**src/rtl/fft_oflow_pkg.sv**
```systemverilog
`default_nettype none
// +------------------------------------------------------------------+
// | Module   : fft_oflow_pkg                                         |
// | Purpose  : Shared widths, status-word layout and FSM states for  |
// |            the FFT overflow-statistics monitor.                  |
// | Revision : 1.0 - initial release                                 |
// +------------------------------------------------------------------+
package fft_oflow_pkg;

  // Default parameter widths
  localparam int DEF_WIN_W = 20;
  localparam int DEF_CNT_W = 16;
  localparam int DEF_SEQ_W = 12;

  // Status word layout; bits [29:28] are always zero
  localparam int STICKY_BIT = 31;
  localparam int VALID_BIT  = 30;
  localparam int SEQ_MSB    = 27;
  localparam int SEQ_LSB    = 16;
  localparam int CNT_MSB    = 15;
  localparam int CNT_LSB    = 0;

  // Monitor control states
  typedef enum logic [1:0] {
    ST_IDLE  = 2'd0,
    ST_ARM   = 2'd1,
    ST_COUNT = 2'd2
  } state_t;

endpackage
`default_nettype wire

```
**src/rtl/sat_counter.sv**
```systemverilog
`default_nettype none
// +------------------------------------------------------------------+
// | Module   : sat_counter                                           |
// | Purpose  : Saturating accumulator with increment request, update |
// |            enable and synchronous zero. Exposes the saturated    |
// |            next value so the caller can latch it the same cycle. |
// | Revision : 1.0 - initial release                                 |
// +------------------------------------------------------------------+
module sat_counter
  import fft_oflow_pkg::*;
#(
  parameter int W = DEF_CNT_W
) (
  input  logic         clk,
  input  logic         rst_n,
  input  logic         clr,
  input  logic         en,
  input  logic         inc,
  output logic [W-1:0] acc_nxt
);

  logic [W-1:0] r_count;

  // Pin at all-ones instead of wrapping back to zero
  assign acc_nxt = (inc && !(&r_count)) ? r_count + 1'b1 : r_count;

  // Accumulator register; zero has priority over update
  always_ff @(posedge clk or negedge rst_n) begin
    if (!rst_n) begin
      r_count <= '0;
    end else if (clr) begin
      r_count <= '0;
    end else if (en) begin
      r_count <= acc_nxt;
    end
  end

endmodule
`default_nettype wire

```
**src/rtl/fft_oflow_monitor.sv**
```systemverilog
`default_nettype none
// +------------------------------------------------------------------+
// | Module   : fft_oflow_monitor                                     |
// | Purpose  : Counts FFT frames containing an overflow over a       |
// |            programmable window of frames and latches a 32-bit    |
// |            summary word (sticky, valid, sequence, count).        |
// | Revision : 1.0 - initial release                                 |
// +------------------------------------------------------------------+
module fft_oflow_monitor
  import fft_oflow_pkg::*;
#(
  parameter int WIN_W = DEF_WIN_W,
  parameter int CNT_W = DEF_CNT_W,
  parameter int SEQ_W = DEF_SEQ_W
) (
  input  logic             user_clk,
  input  logic             user_rst_n,
  input  logic             fft_sync,
  input  logic             fft_oflow,
  input  logic             enable,
  input  logic             clear,
  input  logic [WIN_W-1:0] win_frames,
  output logic [31:0]      status_out,
  output logic             win_done
);

  state_t             r_state;
  state_t             w_state_nxt;
  logic               r_clear_prev;
  logic               w_clear_edge;
  logic [WIN_W-1:0]   r_frame_cnt;
  logic [WIN_W-1:0]   w_frame_cnt_nxt;
  logic [WIN_W-1:0]   r_win_len;
  logic [WIN_W-1:0]   w_win_len_sample;
  logic               r_frame_hit;
  logic               w_ctr_clr;
  logic               w_ctr_en;
  logic               w_latch;
  logic               w_arm_start;
  logic [CNT_W-1:0]   w_acc_nxt;
  logic               r_sticky;
  logic               r_valid;
  logic [SEQ_W-1:0]   r_seq;
  logic [CNT_W-1:0]   r_cnt;
  logic               r_win_done;

  assign w_clear_edge     = clear & ~r_clear_prev;
  assign w_frame_cnt_nxt  = r_frame_cnt + 1'b1;
  // A zero window length would never terminate, so it behaves as one frame
  assign w_win_len_sample = (win_frames == '0) ? WIN_W'(1) : win_frames;

  // Overflow-frame accumulator for the window in progress
  sat_counter #(
    .W (CNT_W)
  ) u_oflow_cnt (
    .clk     (user_clk),
    .rst_n   (user_rst_n),
    .clr     (w_ctr_clr),
    .en      (w_ctr_en),
    .inc     (r_frame_hit),
    .acc_nxt (w_acc_nxt)
  );

  // State register plus previous clear level for edge detection
  always_ff @(posedge user_clk or negedge user_rst_n) begin
    if (!user_rst_n) begin
      r_state      <= ST_IDLE;
      r_clear_prev <= 1'b0;
    end else begin
      r_state      <= w_state_nxt;
      r_clear_prev <= clear;
    end
  end

  // Next state and per-cycle control; clear edge outranks enable, which outranks counting
  always_comb begin
    w_state_nxt = r_state;
    w_ctr_clr   = 1'b0;
    w_ctr_en    = 1'b0;
    w_latch     = 1'b0;
    w_arm_start = 1'b0;
    if (w_clear_edge) begin
      // Only an already-running monitor re-arms; a clear while idle stays idle
      w_state_nxt = (r_state != ST_IDLE && enable) ? ST_ARM : ST_IDLE;
      w_ctr_clr   = 1'b1;
    end else if (!enable) begin
      w_state_nxt = ST_IDLE;
      w_ctr_clr   = 1'b1;
    end else begin
      case (r_state)
        ST_IDLE: begin
          w_state_nxt = ST_ARM;
          w_ctr_clr   = 1'b1;
        end
        ST_ARM: begin
          w_ctr_clr = 1'b1;
          if (fft_sync) begin
            w_state_nxt = ST_COUNT;
            w_arm_start = 1'b1;
          end
        end
        ST_COUNT: begin
          if (fft_sync) begin
            if (w_frame_cnt_nxt == r_win_len) begin
              w_latch   = 1'b1;
              w_ctr_clr = 1'b1;
            end else begin
              w_ctr_en  = 1'b1;
            end
          end
        end
        default: begin
          w_state_nxt = ST_IDLE;
          w_ctr_clr   = 1'b1;
        end
      endcase
    end
  end

  // Frame counter and window length; the length is only resampled at window starts
  always_ff @(posedge user_clk or negedge user_rst_n) begin
    if (!user_rst_n) begin
      r_frame_cnt <= '0;
      r_win_len   <= '0;
    end else begin
      if (w_ctr_clr) begin
        r_frame_cnt <= '0;
      end else if (w_ctr_en) begin
        r_frame_cnt <= w_frame_cnt_nxt;
      end
      if (w_arm_start || w_latch) begin
        r_win_len <= w_win_len_sample;
      end
    end
  end

  // Per-frame overflow flag; a sync cycle already belongs to the new frame
  always_ff @(posedge user_clk or negedge user_rst_n) begin
    if (!user_rst_n) begin
      r_frame_hit <= 1'b0;
    end else if (w_clear_edge || !enable || r_state == ST_IDLE) begin
      r_frame_hit <= 1'b0;
    end else if (fft_sync) begin
      r_frame_hit <= fft_oflow;
    end else if (r_state == ST_COUNT) begin
      r_frame_hit <= r_frame_hit | fft_oflow;
    end
  end

  // Summary fields change only on a window latch or a clear edge
  always_ff @(posedge user_clk or negedge user_rst_n) begin
    if (!user_rst_n) begin
      r_sticky   <= 1'b0;
      r_valid    <= 1'b0;
      r_seq      <= '0;
      r_cnt      <= '0;
      r_win_done <= 1'b0;
    end else begin
      r_win_done <= w_latch;
      if (w_clear_edge) begin
        r_sticky <= 1'b0;
        r_valid  <= 1'b0;
        r_seq    <= '0;
        r_cnt    <= '0;
      end else if (w_latch) begin
        r_sticky <= r_sticky | (w_acc_nxt != '0);
        r_valid  <= 1'b1;
        r_seq    <= r_seq + 1'b1;
        r_cnt    <= w_acc_nxt;
      end
    end
  end

  // Pack the registered fields into the status word
  always_comb begin
    status_out                  = '0;
    status_out[STICKY_BIT]      = r_sticky;
    status_out[VALID_BIT]       = r_valid;
    status_out[SEQ_MSB:SEQ_LSB] = r_seq;
    status_out[CNT_MSB:CNT_LSB] = r_cnt;
  end

  assign win_done = r_win_done;

endmodule
`default_nettype wire

```
**config.mk**
```make
export PLATFORM = sky130hd
export DESIGN_NAME = fft_oflow_monitor
export DESIGN_NICKNAME = d
export VERILOG_FILES = /design/src/rtl/fft_oflow_pkg.sv /design/src/rtl/sat_counter.sv /design/src/rtl/fft_oflow_monitor.sv
export SDC_FILE = /design/constraint.sdc
export NUM_CORES = 1
export LEC_CHECK = 0
export ABC_AREA = 1
export CAP_MARGIN = 20
export CORE_MARGIN = 2
export CORE_UTILIZATION = 50
export CTS_CLUSTER_DIAMETER = 80
export DETAILED_ROUTE_END_ITERATION = 6
export HOLD_SLACK_MARGIN = 0.06
export PLACE_DENSITY = 0.72
export SLEW_MARGIN = 20
export SYNTH_ARGS = -nofsm -noshare
export SYNTH_HDL_FRONTEND = slang
export SYNTH_SLANG_ARGS = --single-unit
export TNS_END_PERCENT = 1
```
**constraint.sdc**
```tcl
create_clock -name user_clk -period 5.9 [get_ports user_clk]
set_input_delay 1.18 -clock user_clk [delete_from_list [all_inputs] [get_ports user_clk]]
set_output_delay 1.18 -clock user_clk [all_outputs]
set_load 0.005 [all_outputs]
```
Yosys cells after proc, flatten, opt, wreduce, memory -nomap -nowiden
Cells that the tools add are included.
{"block": "totals", "regBits": 91, "latch_bits": 0, "mem_bits_rw": 0, "romBits": 0, "inputBits": 26, "output_inout_bits": 33, "word_cells": 78, "n_memories": 0}
{"block": "op_classes", "n_addsub": 3, "multipliers": 0, "div": 0, "magnitude_cmp": 0, "eq_ne": 5, "shift": 0, "n_mux": 39, "bitwise": 4, "n_reduce_logical": 16}
{"op": "$mux 16", "n": 5}
{"op": "$mux 20", "n": 3}
{"op": "$mux 1", "n": 25}
{"op": "$mux 12", "n": 2}
{"op": "$add 20x1->20 const B", "n": 1}
{"op": "$eq 20x20->1", "n": 1}
{"op": "$logic_not 20->1", "n": 1}
{"op": "$add 16x1->16 const B", "n": 1}
{"op": "$reduce_and 16->1", "n": 1}
{"op": "$reduce_bool 16->1", "n": 1}
{"op": "$add 12x1->12 const B", "n": 1}
{"op": "$mux 2", "n": 3}
{"op": "$pmux 2 s3", "n": 1}
{"op": "$reduce_bool 2->1", "n": 3}
{"op": "$ne 4x4->1 const B", "n": 1}
{"op": "$logic_or 1x1->1", "n": 3}
{"op": "$ne 3x3->1 const B", "n": 1}
{"op": "$reduce_bool 3->1", "n": 1}
{"op": "$eq 2x1->1 const B", "n": 1}
{"op": "$eq 2x2->1 const B", "n": 1}
{"op": "$logic_and 1x1->1", "n": 2}
{"op": "$logic_not 1->1", "n": 2}
{"op": "$logic_not 2->1", "n": 1}
{"op": "$or 1x1->1", "n": 2}
{"op": "other kinds (3)", "n": 3}

Longest topological paths before layout
{"block": "depth", "ltp_word": 9, "ltp_mapped": 18, "mapped_depth_nobuf": 17}

Modules after synthesis
Synthesis repeated with hierarchy kept, for this count alone.
{"block": "unflattened", "cells_unflattened": 836, "area_unflattened_um2": 5679.2}
{"mod": "fft_oflow_monitor", "n_inst": 1, "cells_each": 631, "area_each_um2": 4370.4, "seq_area_each_um2": 1876.8}
{"mod": "sat_counter", "n_inst": 1, "cells_each": 205, "area_each_um2": 1308.8, "seq_area_each_um2": 400.4}

Worst setup path after synthesis
OpenSTA, ideal clock, no wires.
{"block": "synth_path", "kind": "input-to-reg", "start": "in clear", "end": "reg r_frame_cnt[12]", "setup_ns": 0.117, "arrival_ns": 2.519, "required_time_ns": 5.783, "setup_slack_ns": 3.264, "path_stages": 11, "n_path_buf": 1, "cell_sequence": "inv_1 nor2_1 nor2_1 inv_1 nor2_1 inv_1 nor2_1 clkbuf_1 nor2_1 nand2_1 nand2_1"}
{"block": "synth_via", "elab_chain_cells": 3, "elab_cells_between_ends": 5, "classes_between": "mux: 3; bitwise: 1; reduce/logical: 1"}
{"element": "start, declared", "line_no": "fft_oflow_monitor.sv:21", "rtl": "input logic clear,"}
{"element": "$and 1x1->1 (*)", "line_no": "fft_oflow_monitor.sv:47", "rtl": "assign w_clear_edge = clear & ~r_clear_prev;"}
{"element": "$mux 1", "line_no": "fft_oflow_monitor.sv:82", "rtl": "if (w_clear_edge) begin"}
{"element": "$mux 20 / $reduce_bool 2->1 (equally long branches)"}
{"element": "end signal, assigned", "line_no": "fft_oflow_monitor.sv:129", "rtl": "r_frame_cnt <= w_frame_cnt_nxt;"}
{"element": "end, declared", "line_no": "fft_oflow_monitor.sv:31", "rtl": "logic [WIN_W-1:0] r_frame_cnt;"}
Every way passes the cells marked *; elsewhere a longest branch is shown, timed or not.
A chain may end at the register's enable or synchronous reset.

Final worst setup path
{"block": "layout_path", "start": "in fft_sync", "end": "reg r_frame_cnt[10]"}
{"block": "layout_via", "elab_chain_cells": 5, "elab_cells_between_ends": 10, "classes_between": "mux: 9; reduce/logical: 1"}
{"element": "start, declared", "line_no": "fft_oflow_monitor.sv:18", "rtl": "input logic fft_sync,"}
{"element": "$mux 1", "line_no": "fft_oflow_monitor.sv:103", "rtl": "if (fft_sync) begin"}
{"element": "$mux 1", "line_no": "fft_oflow_monitor.sv:90", "rtl": "case (r_state)"}
{"element": "$mux 1", "line_no": "fft_oflow_monitor.sv:86", "rtl": "end else if (!enable) begin"}
{"element": "$mux 1", "line_no": "fft_oflow_monitor.sv:82"}
{"element": "$mux 20 / $reduce_bool 2->1 (equally long branches)"}
Parallel ways exist; a longest one is shown, timed or not.

==> run metrics <==
area grow syn2layout=15.7%; CP bufs+invs=3; Seq cells post-synth=91; cell count after synthesis=between 800 and 900; Clock transition at path regs=around 60 ps; PortBufs=56; Post-synth EDFFs=0; Largest delay share family, worst path=simple AND/OR/NAND/NOR gates; Final Hold Fails=0; Max Cap Viol=0; die area=about 12000 um^2; Crit. End Element=flop; Req. time, crit path=between 6000 and 7000 ps; DP HPWL=slightly above 10000 um; routed vias=approximately 5600; Post-CTS Setup Bufs=0; ant diodes=0; vias per cell=between 5 and 6; relative slew slack=around a third; sequential fraction of the synthesis area=39.8%; Longest Clk Path Bufs=2; layout cell share with drive strength beyond 1=under 10%; Iter 0 DRT Violations=approximately 510; outcome=complete, no violations; RSZ-0062 raised after global routing=false; Total Wirelength=approximately 14000 um; fillers=roughly 1100; DIE WIDTH=approximately 110 um; die height=roughly 110 um; WL/cell=approximately 14 um; Netlist cell types=37; largest net degree at the start of global routing=58; Primary FF master, synth=dfrtp_1; worst skew pair latency=~350 ps; Sequential Power Share=between 40% and 50%; CP Max Fanout=26; Slowest Stage Delay on Critical Path=about 510 ps; most common cell in the netlist=nand2_1; Area contributors post-synth=dfrtp_1, nand2_1, nand3_1; Max Slew Vio Count=0; GPL Wtd Cong=slightly above 0.9; FFs w/ async S/R, synth=100%; Logic pwr share=between 10% and 20%; Synth warnings=0; top post-synthesis cells by count=nand2_1, nand3_1, dfrtp_1; Power Internal=roughly 1.1 mW; Post-CTS Resized=0; clk sink count=91; synthesized area=approximately 5700 um^2; Synth top area share=between 30 and 40%; crit-path most repeated cell=nand2_1; CTS tree=done; fin area=roughly 6600 um^2; global-route wire length before repair=about 24000 um; arrival time worst endpoint=3960 ps; cell row count=39; worst vdd ir=about 170 uV; Cell Chain, Critical Path=clkdlybuf4s50_1 > buf_4 > nand3_1 > nor2_1 > nand2_1 > nor2_1 > nand3_1 > nor2_1 > nand3_1 > nor2_2 > nand2_1 > nand2_1 > inv_2 > nand2_1 > nand2_1; Post-DRT Antenna Nets=0; Worst Hold Class=flop to flop; Pleak=~3.1 nW; vias in the first global route=slightly above 5000; Sw Ratio=28.8%; initial antenna violation count=0; I/O pin total=59; overall routing resource usage=about a quarter; Psw=443 uW; CTS root buf=clkbuf_16; Hold-fix buffers, CTS=0; Setup TNS Final=0 ps; Least-Margin Pin Slew=a little under 1000 ps; Nets=around 900; FMAX=approximately 270 MHz; GRT Residual Overflow=0; number of H-tree levels=3; # setup viols final=0; Post-Syn Area per Cell=between 6 and 7 um^2; cell taking the most area after synthesis=dfrtp_1; DP Area=approximately 6300 um^2; Starting Density=approximately 50%; Final Skew=7.79 ps; post-route clock period utilization=63.1%; Worst setup SP type=primary input; Slowest-stage cell, CP=nand2_1; Power Density=between 200 and 250 nW/um^2; Post-route DRC=0; area of the core=between 10000 and 15000 um^2; Setup Crit Path Kind=primary input to flop; Final min period=about 3700 ps; first-pass detailed-route iteration total=6; clock share of power=a little over a third; Num CTS Buffers=9
state kept, by name (all words and copies together), names as in the netlist, 2 cells and up:
register             cells
r_win_len               20
r_frame_cnt             20
r_state                  2
r_seq                   12
r_cnt                   16
u_oflow_cnt.r_count     16
area by class of cell:
class / instances / area, um^2 / area share [%]
multi-input combinational: 655 / 3000 / 45.3
sequential: 91 / 2280 / 34.4
timing repair buffer: 63 / 611 / 9.22
inverter: 73 / 275 / 4.16
clock buffer: 11 / 253 / 3.82
tap: 143 / 179 / 2.70
clock inverter: 5 / 27.5 / 0.416
cell families after synthesis:
| group | count (synthesis) | share of synthesized area [%] |
|---|---|---|
| buffers and inverters | 106 | 8.01 |
| AOI/OAI and AO/OA | 63 | 5.84 |
| adders and majority gates | 3 | 0.656 |
| other | 1 | 0.0656 |
| DFF | 91 | 39.8 |
| xor gates and xnor gates | 21 | 3.46 |
| and+or+nand+nor | 566 | 42.2 |
stage by stage:
| step | util [%] | hold WS [ps] | instances | setup WS, ps | power (mW) |
|---|---|---|---|---|---|
| 3_3_place_gp | 56.2 | 464 | 1025 | 1740 | 0.992 |
| 4_1_cts | 58.7 | 491 | 1041 | 2010 | 1.55 |
| 5_1_grt | 58.7 | 519 | 1041 | 1900 | 1.62 |
| 2_1_floorplan | - | 450 | 852 | 3260 | 0.898 |
| 3_5_place_dp | 56.2 | 475 | 1025 | 1670 | 0.999 |
| 6_report | 58.7 | 496 | 1041 | 2180 | 1.54 |
worst paths after layout:
path	from	to	slack, ps	cells past startpoint
max	fft_sync	r_frame_cnt[10]	2180	15
min	r_cnt[3]	r_cnt[3]	500	2
max reg2reg	r_frame_cnt[0]	r_frame_cnt[10]	2600	13
min reg2reg	r_cnt[3]	r_cnt[3]	500	2
max in group asynchronous	user_rst_n	r_win_len[2]	4050	2
min in group asynchronous	user_rst_n	r_seq[9]	780	1
power by group through the flow:
| stage | combinational [mW] | sequential [mW] | clock, mW |
|---|---|---|---|
| 2_1_floorplan | 0.171 | 0.728 | 0 |
| 3_3_place_gp | 0.248 | 0.744 | 0 |
| 3_5_place_dp | 0.252 | 0.747 | 0 |
| 4_1_cts | 0.254 | 0.735 | 0.557 |
| 5_1_grt | 0.294 | 0.745 | 0.580 |
| 6_report | 0.255 | 0.736 | 0.548 |
cells in the final DEF (no fill, tap or decap), types with 2 or more instances in the layout:
cell type / instances
clkinv_2: 5
xnor2_1: 7
conb_1: 2
o21bai_1: 2
nand4_1: 21
inv_1: 67
nand3b_1: 7
buf_4: 8
nor2_1: 79
inv_2: 2
nor2_4: 3
nand2_1: 332
xor2_1: 13
nor4_1: 4
clkdlybuf4s50_1: 55
ha_1: 3
clkbuf_16: 9
nor2_2: 5
a21oi_1: 6
nand3_1: 95
clkinv_1: 3
o21ai_0: 51
nor3_1: 12
dfrtp_1: 91
nand3_2: 3
clkbuf_8: 2
layer usage:
layer | part of all wire [%] | wire length, um | vias to the layer above | global-route usage (%)
li1 | - | - | 2816 | -
met1 | 44 | 6260 | 2556 | 32.2
met2 | 47 | 6650 | 207 | 38.8
met3 | 6.5 | 921 | 22 | 3.88
met4 | 2.0 | 283 | 0 | 10.2
met5 | 0 | 0 | - | 0
worst register-to-register path: stages (launching register included):
cell	delay, ps
dfrtp_1	450
ha_1	240
nand3_1	220
o21ai_0	270
and2_1	200
nor2_1	50
a21oi_1	240
nand3_1	130
nor2_2	190
nand2_1	160
nand2_1	510
inv_2	320
nand2_1	140
nand2_1	50
(Power assumes the default switching activity.)
